$ cat config.mk
export PLATFORM = sky130hd
export DESIGN_NAME = mul_ctrl
export DESIGN_NICKNAME = d
export VERILOG_FILES = /design/src/rtl/mul_ctrl.sv
export SDC_FILE = /design/constraint.sdc
export NUM_CORES = 1
export LEC_CHECK = 0
export BUFFER_PORTS_ARGS = -buffer_cell sky130_fd_sc_hd__buf_2
export CORE_ASPECT_RATIO = 1.2
export CORE_UTILIZATION = 43
export DETAILED_ROUTE_END_ITERATION = 7
export HOLD_SLACK_MARGIN = 0.08
export PLACE_DENSITY_LB_ADDON = 0.2
export SLEW_MARGIN = 20
export SYNTH_ARGS = -nofsm -noshare
export SYNTH_HDL_FRONTEND = slang
export SYNTH_SLANG_ARGS = --single-unit
$ cat constraint.sdc
create_clock -name clk -period 4.2 [get_ports clk]
set_input_delay 0.84 -clock clk [delete_from_list [all_inputs] [get_ports clk]]
set_output_delay 0.84 -clock clk [all_outputs]
set_load 0.03 [all_outputs]
$ cat src/rtl/mul_ctrl.sv
// Multiply issue controller: one in-flight stage tracking the external multiplier,
// followed by a 3-entry in-order result FIFO with valid/ready handshakes.
module mul_ctrl (
  input  logic        clk,
  input  logic        reset,
  input  logic        in_valid,
  output logic        in_ready,
  input  logic [1:0]  in_op,
  input  logic [31:0] in_src1,
  input  logic [31:0] in_src2,
  input  logic [4:0]  in_dest,
  input  logic        flush,
  output logic [31:0] mul_a,
  output logic [31:0] mul_b,
  output logic        mul_is_signed,
  input  logic [63:0] mul_product,
  output logic        out_valid,
  input  logic        out_ready,
  output logic [31:0] out_result,
  output logic [4:0]  out_dest
);

  localparam int unsigned DEPTH = 3;

  typedef struct packed {
    logic [31:0] result;
    logic [4:0]  dest;
  } entry_t;

  entry_t      mem_q [DEPTH];
  entry_t      mem_d [DEPTH];
  logic [1:0]  wr_ptr_q, wr_ptr_d;
  logic [1:0]  rd_ptr_q, rd_ptr_d;
  logic [1:0]  count_q, count_d;
  logic        f_valid_q, f_valid_d;
  logic [1:0]  f_op_q, f_op_d;
  logic [4:0]  f_dest_q, f_dest_d;

  logic        accept;
  logic        push;
  logic        pop;
  logic [31:0] sel_result;

  function automatic logic [1:0] ptr_inc(input logic [1:0] p);
    return (p == 2'd2) ? 2'd0 : p + 2'd1;
  endfunction

  always_comb begin
    // Credit covers the in-flight op so a push can never hit a full FIFO.
    in_ready      = !reset && !flush &&
                    (({1'b0, count_q} + {2'b00, f_valid_q}) < 3'd3);
    accept        = in_valid && in_ready;
    mul_a         = in_src1;
    mul_b         = in_src2;
    mul_is_signed = (in_op != 2'b10);
    sel_result    = (f_op_q == 2'b01 || f_op_q == 2'b10) ? mul_product[63:32]
                                                         : mul_product[31:0];
    out_valid     = (count_q != 2'd0);
    out_result    = mem_q[rd_ptr_q].result;
    out_dest      = mem_q[rd_ptr_q].dest;
    push          = f_valid_q;
    pop           = out_valid && out_ready;

    mem_d     = mem_q;
    wr_ptr_d  = wr_ptr_q;
    rd_ptr_d  = rd_ptr_q;
    count_d   = count_q;
    f_valid_d = f_valid_q;
    f_op_d    = f_op_q;
    f_dest_d  = f_dest_q;

    if (flush) begin
      f_valid_d = 1'b0;
      count_d   = 2'd0;
      wr_ptr_d  = 2'd0;
      rd_ptr_d  = 2'd0;
    end else begin
      f_valid_d = accept;
      if (accept) begin
        f_op_d   = in_op;
        f_dest_d = in_dest;
      end
      if (push) begin
        mem_d[wr_ptr_q] = '{result: sel_result, dest: f_dest_q};
        wr_ptr_d        = ptr_inc(wr_ptr_q);
      end
      if (pop) begin
        rd_ptr_d = ptr_inc(rd_ptr_q);
      end
      case ({push, pop})
        2'b10:   count_d = count_q + 2'd1;
        2'b01:   count_d = count_q - 2'd1;
        default: count_d = count_q;
      endcase
    end
  end

  always_ff @(posedge clk or posedge reset) begin
    if (reset) begin
      for (int unsigned i = 0; i < DEPTH; i++) begin
        mem_q[i] <= '0;
      end
      wr_ptr_q  <= '0;
      rd_ptr_q  <= '0;
      count_q   <= '0;
      f_valid_q <= 1'b0;
      f_op_q    <= '0;
      f_dest_q  <= '0;
    end else begin
      mem_q     <= mem_d;
      wr_ptr_q  <= wr_ptr_d;
      rd_ptr_q  <= rd_ptr_d;
      count_q   <= count_d;
      f_valid_q <= f_valid_d;
      f_op_q    <= f_op_d;
      f_dest_q  <= f_dest_d;
    end
  end

endmodule

### Word level (Yosys, flattened, before mapping)

Cells that the tools add are included.
W data, S select, Z words.

| cells by class | value |
|---|---|
| multipliers | 0 |
| order comparisons | 4 |
| shift-type cells | 0 |
| equal/unequal tests | 7 |
| reduce and logical (&&, ||, !) cells | 14 |
| multiplexer cells | 16 |
| add/sub/neg operators | 5 |
| bitwise gates (word level) | 3 |
| divide/modulo/power cells | 0 |

Operators by type and width:

| cell | number |
|---|---|
| $bwmux W111 | 1 |
| $mux W37 | 3 |
| $bmux W37 S2 | 1 |
| $demux W37 S2 | 1 |
| $mux W32 | 1 |
| $mux W2 | 7 |
| $eq A2 B2 Y1 const B | 4 |
| $add A2 B1 Y2 const B | 3 |
| $ge A3 B3 Y1 const B | 2 |
| $not A2 Y3 | 2 |
| $reduce_bool A2 Y1 | 3 |
| $logic_and A1 B1 Y1 | 5 |
| $eq A2 B1 Y1 const B | 2 |
| $pmux W2 S2 | 1 |
| $reduce_and A2 Y1 | 2 |
| $add A2 B1 Y3 | 1 |
| $lt A3 B1 Y1 const B | 1 |
| $lt A3 B2 Y1 const B | 1 |
| $reduce_bool A3 Y1 | 1 |
| $logic_not A1 Y1 | 2 |
| $ne A2 B2 Y1 const B | 1 |
| $sub A2 B1 Y2 const B | 1 |
| $logic_or A1 B1 Y1 | 1 |
| $mux W1 | 1 |
| $not A1 Y1 | 1 |

| word-level totals | value |
|---|---|
| output and inout bits | 104 |
| bits in latches | 0 |
| bits in writable memories | 0 |
| memories | 0 |
| flip-flop bits (word level) | 125 |
| bits in read-only memories | 0 |
| logic and storage cells | 61 |

### Logic depth before layout (Yosys ltp)

| logic depth | value |
|---|---|
| word-level depth | 6 |
| mapped depth | 6 |
| gate-level depth less buffers | 5 |

### Worst setup path after synthesis

Ideal clock, no wire load.

| timing path | value |
|---|---|
| kind | reg2out |
| from | register rd_ptr_q[1] |
| to | output port out_result[10] |
| stages on the path, launching flop included | 6 |
| setup slack | 1.684 ns |
| data arrival time | 1.676 ns |
| required time | 3.360 ns |
| path through | dfrtp_1 clkbuf_1 buf_4 buf_2 mux2i_1 o21ai_0 |

| on the way | value |
|---|---|
| cells in the longest elaborated chain, start to end | 4 |

RTL lines:

| element | RTL line | RTL |
|---|---|---|
| start, declared | 33 | `logic [1:0] rd_ptr_q, rd_ptr_d;` |
| start signal, assigned | 112 | `rd_ptr_q <= rd_ptr_d;` |
| $not A2 Y3 (not written as such) | 59 | `out_result = mem_q[rd_ptr_q].result;` |
| $bmux W37 S2 | 59 |  |
| $mux W37 (2 in a row) | n/a |  |
| end, declared | 19 | `output logic [31:0] out_result,` |

No other way between the ends. The select of a mux whose other input is x is not followed.

### Worst setup path after layout

| timing path | value |
|---|---|
| from | register rd_ptr_q[0] |
| to | output port out_result[17] |

Same word-level chain as after synthesis.

==> run summary <==
Initial DRT Pass Iterations = 8
Required @ worst endpoint = 3.36 ns
Die span in y = 134 um
Clk root buf = clkbuf_16
Leakage Power = 3.25 nW
Reg2Reg Setup Slack = 1.85 ns
Hold Crit Class = reg -> reg
Syn Std Cell Area = 6280 um2
Post-Synth Adder-Cell Area = 0.00399
Crit-path slowest cell = dfrtp_1
Max Cap Viol = 0
Largest cells by area after synthesis = dfrtp_1 (50%), mux2i_1 (11%), buf_4 (9.0%), a21oi_1 (8.0%), nor2_1 (5.9%)
Filler cells = 1,331
Run status = complete, but fails checks
Max stage delay on crit path = 0.76 ns
Mapped Cells = 625
Switching Fraction = 0.319
Endpoints failing setup = 0
Final WS setup = 0.995 ns
Worst Path Max Fanout = 23
Synth Area in Compound Gates = 0.117
PwrDens = 573 nW/um2
Top-area cell type share of the netlist area = 0.498
Number of synthesized flops with an enable pin = 0
Largest net degree at the start of global routing = 75
Core footprint = 14,300 um2
Reg-to-Reg End = mem_q[59]$_DFFE_PP0P_
Initial antenna violation count = 0
Failing checks = DRC
Async set-reset flop share out of synthesis = 1.00
Final critical-path required period = 3.21 ns
Largest family of logic cells by synthesized area = multiplexers
Nets = 807
Overflow after GRT = 0
Layout cells sized above 1 = 0.271
Initial core utilization = 0.439
Syn Area/Cell = 10.0 um2
FF-to-FF Start = f_op_q[0]$_DFFE_PP0P_
Final setup TNS = 0 ns
Critical path origin = rd_ptr_q[0]$_DFFE_PP0P_
Skew-Pair Late Insertion Delay = 0.42 ns
Area Overhead vs Synth = 11.6%
Final wirelength = 15.2 mm
H-tree levels = 4
First-pass GRT wire length = 23.7 mm
Peak supply drop = 236 uV
Post-CTS sizing = 0
Primary FF master, synth = dfrtp_1
Number of diodes = 0
1st-iter DRT viols = 222
Gate power share = 0.253
Final hold violation count = 0
Post-Syn Nets = 767
Relative slew slack = 0.398
Crit Path Class = reg -> out
Residual DRC = 24
Routed WL per cell = 17.8 um
Mux cell area share after synthesis = 0.151
Port Buf Inserts = 115
Die W = 112 um
Crit share post-route = 0.763
Startpoint Class = flip-flop
Num rows = 48
Sw Pwr = 1.28 mW
Yosys cell types = 29
CP endpoint kind = primary output
Post-synthesis simple-gate area fraction = 0.103
Reg clk slew, reported paths = 0.05 ns
Worst slew pin tran = 0.902 ns
XOR/XNOR Fraction of Synth Area = 0.00259
Antenna-violating nets left = 0
Register-to-Register Path Depth = 4
Flop and latch count out of synthesis = 125
Global Route Usage Sum = 0.209
Cts bufs inserted = 17
Vias/cell = 5.23
Synth area leader = dfrtp_1
RD Place Congestion = 0.742
DP Worst Slack = 1.39 ns
RSZ-0062 raised after global routing = false
Crit-path cells = nor2b_2, buf_4, nand2_1, o21ai_0, buf_2
Clock Sinks = 125
CP Capture Point = out_result[17]
Via count = 4,462
Final Skew = 0.00699 ns
YS warnings = 0
CTS tree = built
Die area = 15,100 um2
Clk network pwr share = 0.360
Flop pwr share = 0.387
Fin. max-slew vios = 0
Cell Int Power = 2.74 mW
Hold_buf cts = 0
I/O pin cnt = 244
Vias in the first global route = 4,521
Worst EP arrival = 2.37 ns
Register area share after synthesis = 0.498
Post-CTS setup buffer count = 0
Area of the multi-input gates = 2390 um2
FMAX = 312 MHz
Register Area = 3130 um2
Longest Clk Path Bufs = 2
Post-DP HPWL = 10.2 mm
## metal layers
layer,up-vias,global-route usage,share of wire
met3,53,0.0502,0.055
met2,168,0.341,0.51
met1,2108,0.250,0.40
met4,0,0.134,0.035
li1,2133,-,-
met5,-,0,0
## final cells by class
class                      instances  area share
clock inverter                     7      0.0121
clock buffer                      25      0.0722
tap                              175      0.0313
sequential                       125       0.447
inverter                           5     0.00304
timing repair buffer             126      0.0940
multi-input combinational        390       0.341
## synth_stat cells, types with 2 or more instances
cell / number
mux2_2: 19
o21ai_0: 39
inv_1: 5
buf_2: 17
dfrtp_1: 125
nor2b_1: 2
and4bb_2: 2
mux2_1: 3
nor2_1: 98
buf_6: 8
a21oi_1: 100
buf_4: 75
nor3_1: 2
nor3b_1: 2
mux2i_1: 70
nand2_1: 40
ha_1: 2
clkbuf_1: 5
## worst max-delay path: cells and delay by family, from the launching register on
kind / cells / cell delay (ns)
flops: 1 / 0.76
buf+inv: 2 / 0.61
compound gates: 1 / 0.18
simple gates: 2 / 0.38
## per-stage QoR
step / instance area [um2] / hold slack (ns) / instances / util / total power, mW
floorplan: 6280 / 0.457 / 625 / - / 2.39
global placement: 6410 / 0.468 / 821 / 0.449 / 2.57
detailed placement: 6410 / 0.474 / 821 / 0.449 / 2.60
CTS: 7000 / 0.486 / 853 / 0.490 / 4.06
global route: 7000 / 0.498 / 853 / 0.490 / 4.21
finish: 7000 / 0.483 / 853 / 0.490 / 4.02
## registers in the layout (all words and copies together), names as in the netlist
name and flops:
count_q 2, f_dest_q 5, f_op_q 2, f_valid_q 1, mem_q 111, rd_ptr_q 2, wr_ptr_q 2
## power groups by stage
stage | Combinational [mW] | Clock (mW) | Sequential [mW]
floorplan | 0.858 | 0 | 1.53
global placement | 1.00 | 0 | 1.57
detailed placement | 1.03 | 0 | 1.57
CTS | 1.03 | 1.48 | 1.56
global route | 1.10 | 1.52 | 1.58
finish | 1.01 | 1.45 | 1.56
## worst min path at each step
| stage | startpoint | endpoint | slack, ns | cells past startpoint |
|---|---|---|---|---|
| final | mem_q[75]$_DFFE_PP0P_ | mem_q[75]$_DFFE_PP0P_ | 0.48 | 1 |
| after global routing | mem_q[74]$_DFFE_PP0P_ | mem_q[74]$_DFFE_PP0P_ | 0.50 | 1 |
| after CTS | mem_q[75]$_DFFE_PP0P_ | mem_q[75]$_DFFE_PP0P_ | 0.49 | 1 |
| after detailed placement | mem_q[75]$_DFFE_PP0P_ | mem_q[75]$_DFFE_PP0P_ | 0.47 | 1 |
| after global placement | mem_q[75]$_DFFE_PP0P_ | mem_q[75]$_DFFE_PP0P_ | 0.47 | 1 |
| after floorplan | mem_q[74]$_DFFE_PP0P_ | mem_q[74]$_DFFE_PP0P_ | 0.46 | 1 |
## cell families after synthesis
family,after synthesis
xor+xnor,1
fa+ha+maj,2
simple gates,153
compound gates,142
buf+inv,110
flops,125
mux,92
## layout by cell type, fill, tap and decap left out, types with 3 or more instances in the layout
master / Yosys / final
dfrtp_1: 125 / 124
buf_2: 17 / 115
a21oi_1: 100 / 100
nor2_1: 98 / 98
mux2i_1: 70 / 70
nand2_1: 40 / 40
o21ai_0: 39 / 39
mux2_2: 19 / 19
clkbuf_16: 0 / 17
buf_4: 75 / 11
clkbuf_8: 0 / 5
clkinv_2: 0 / 5
inv_1: 5 / 4
mux2_1: 3 / 3
clkbuf_1: 5 / 3
No activity file was read; power rests on OpenSTA's default activity.
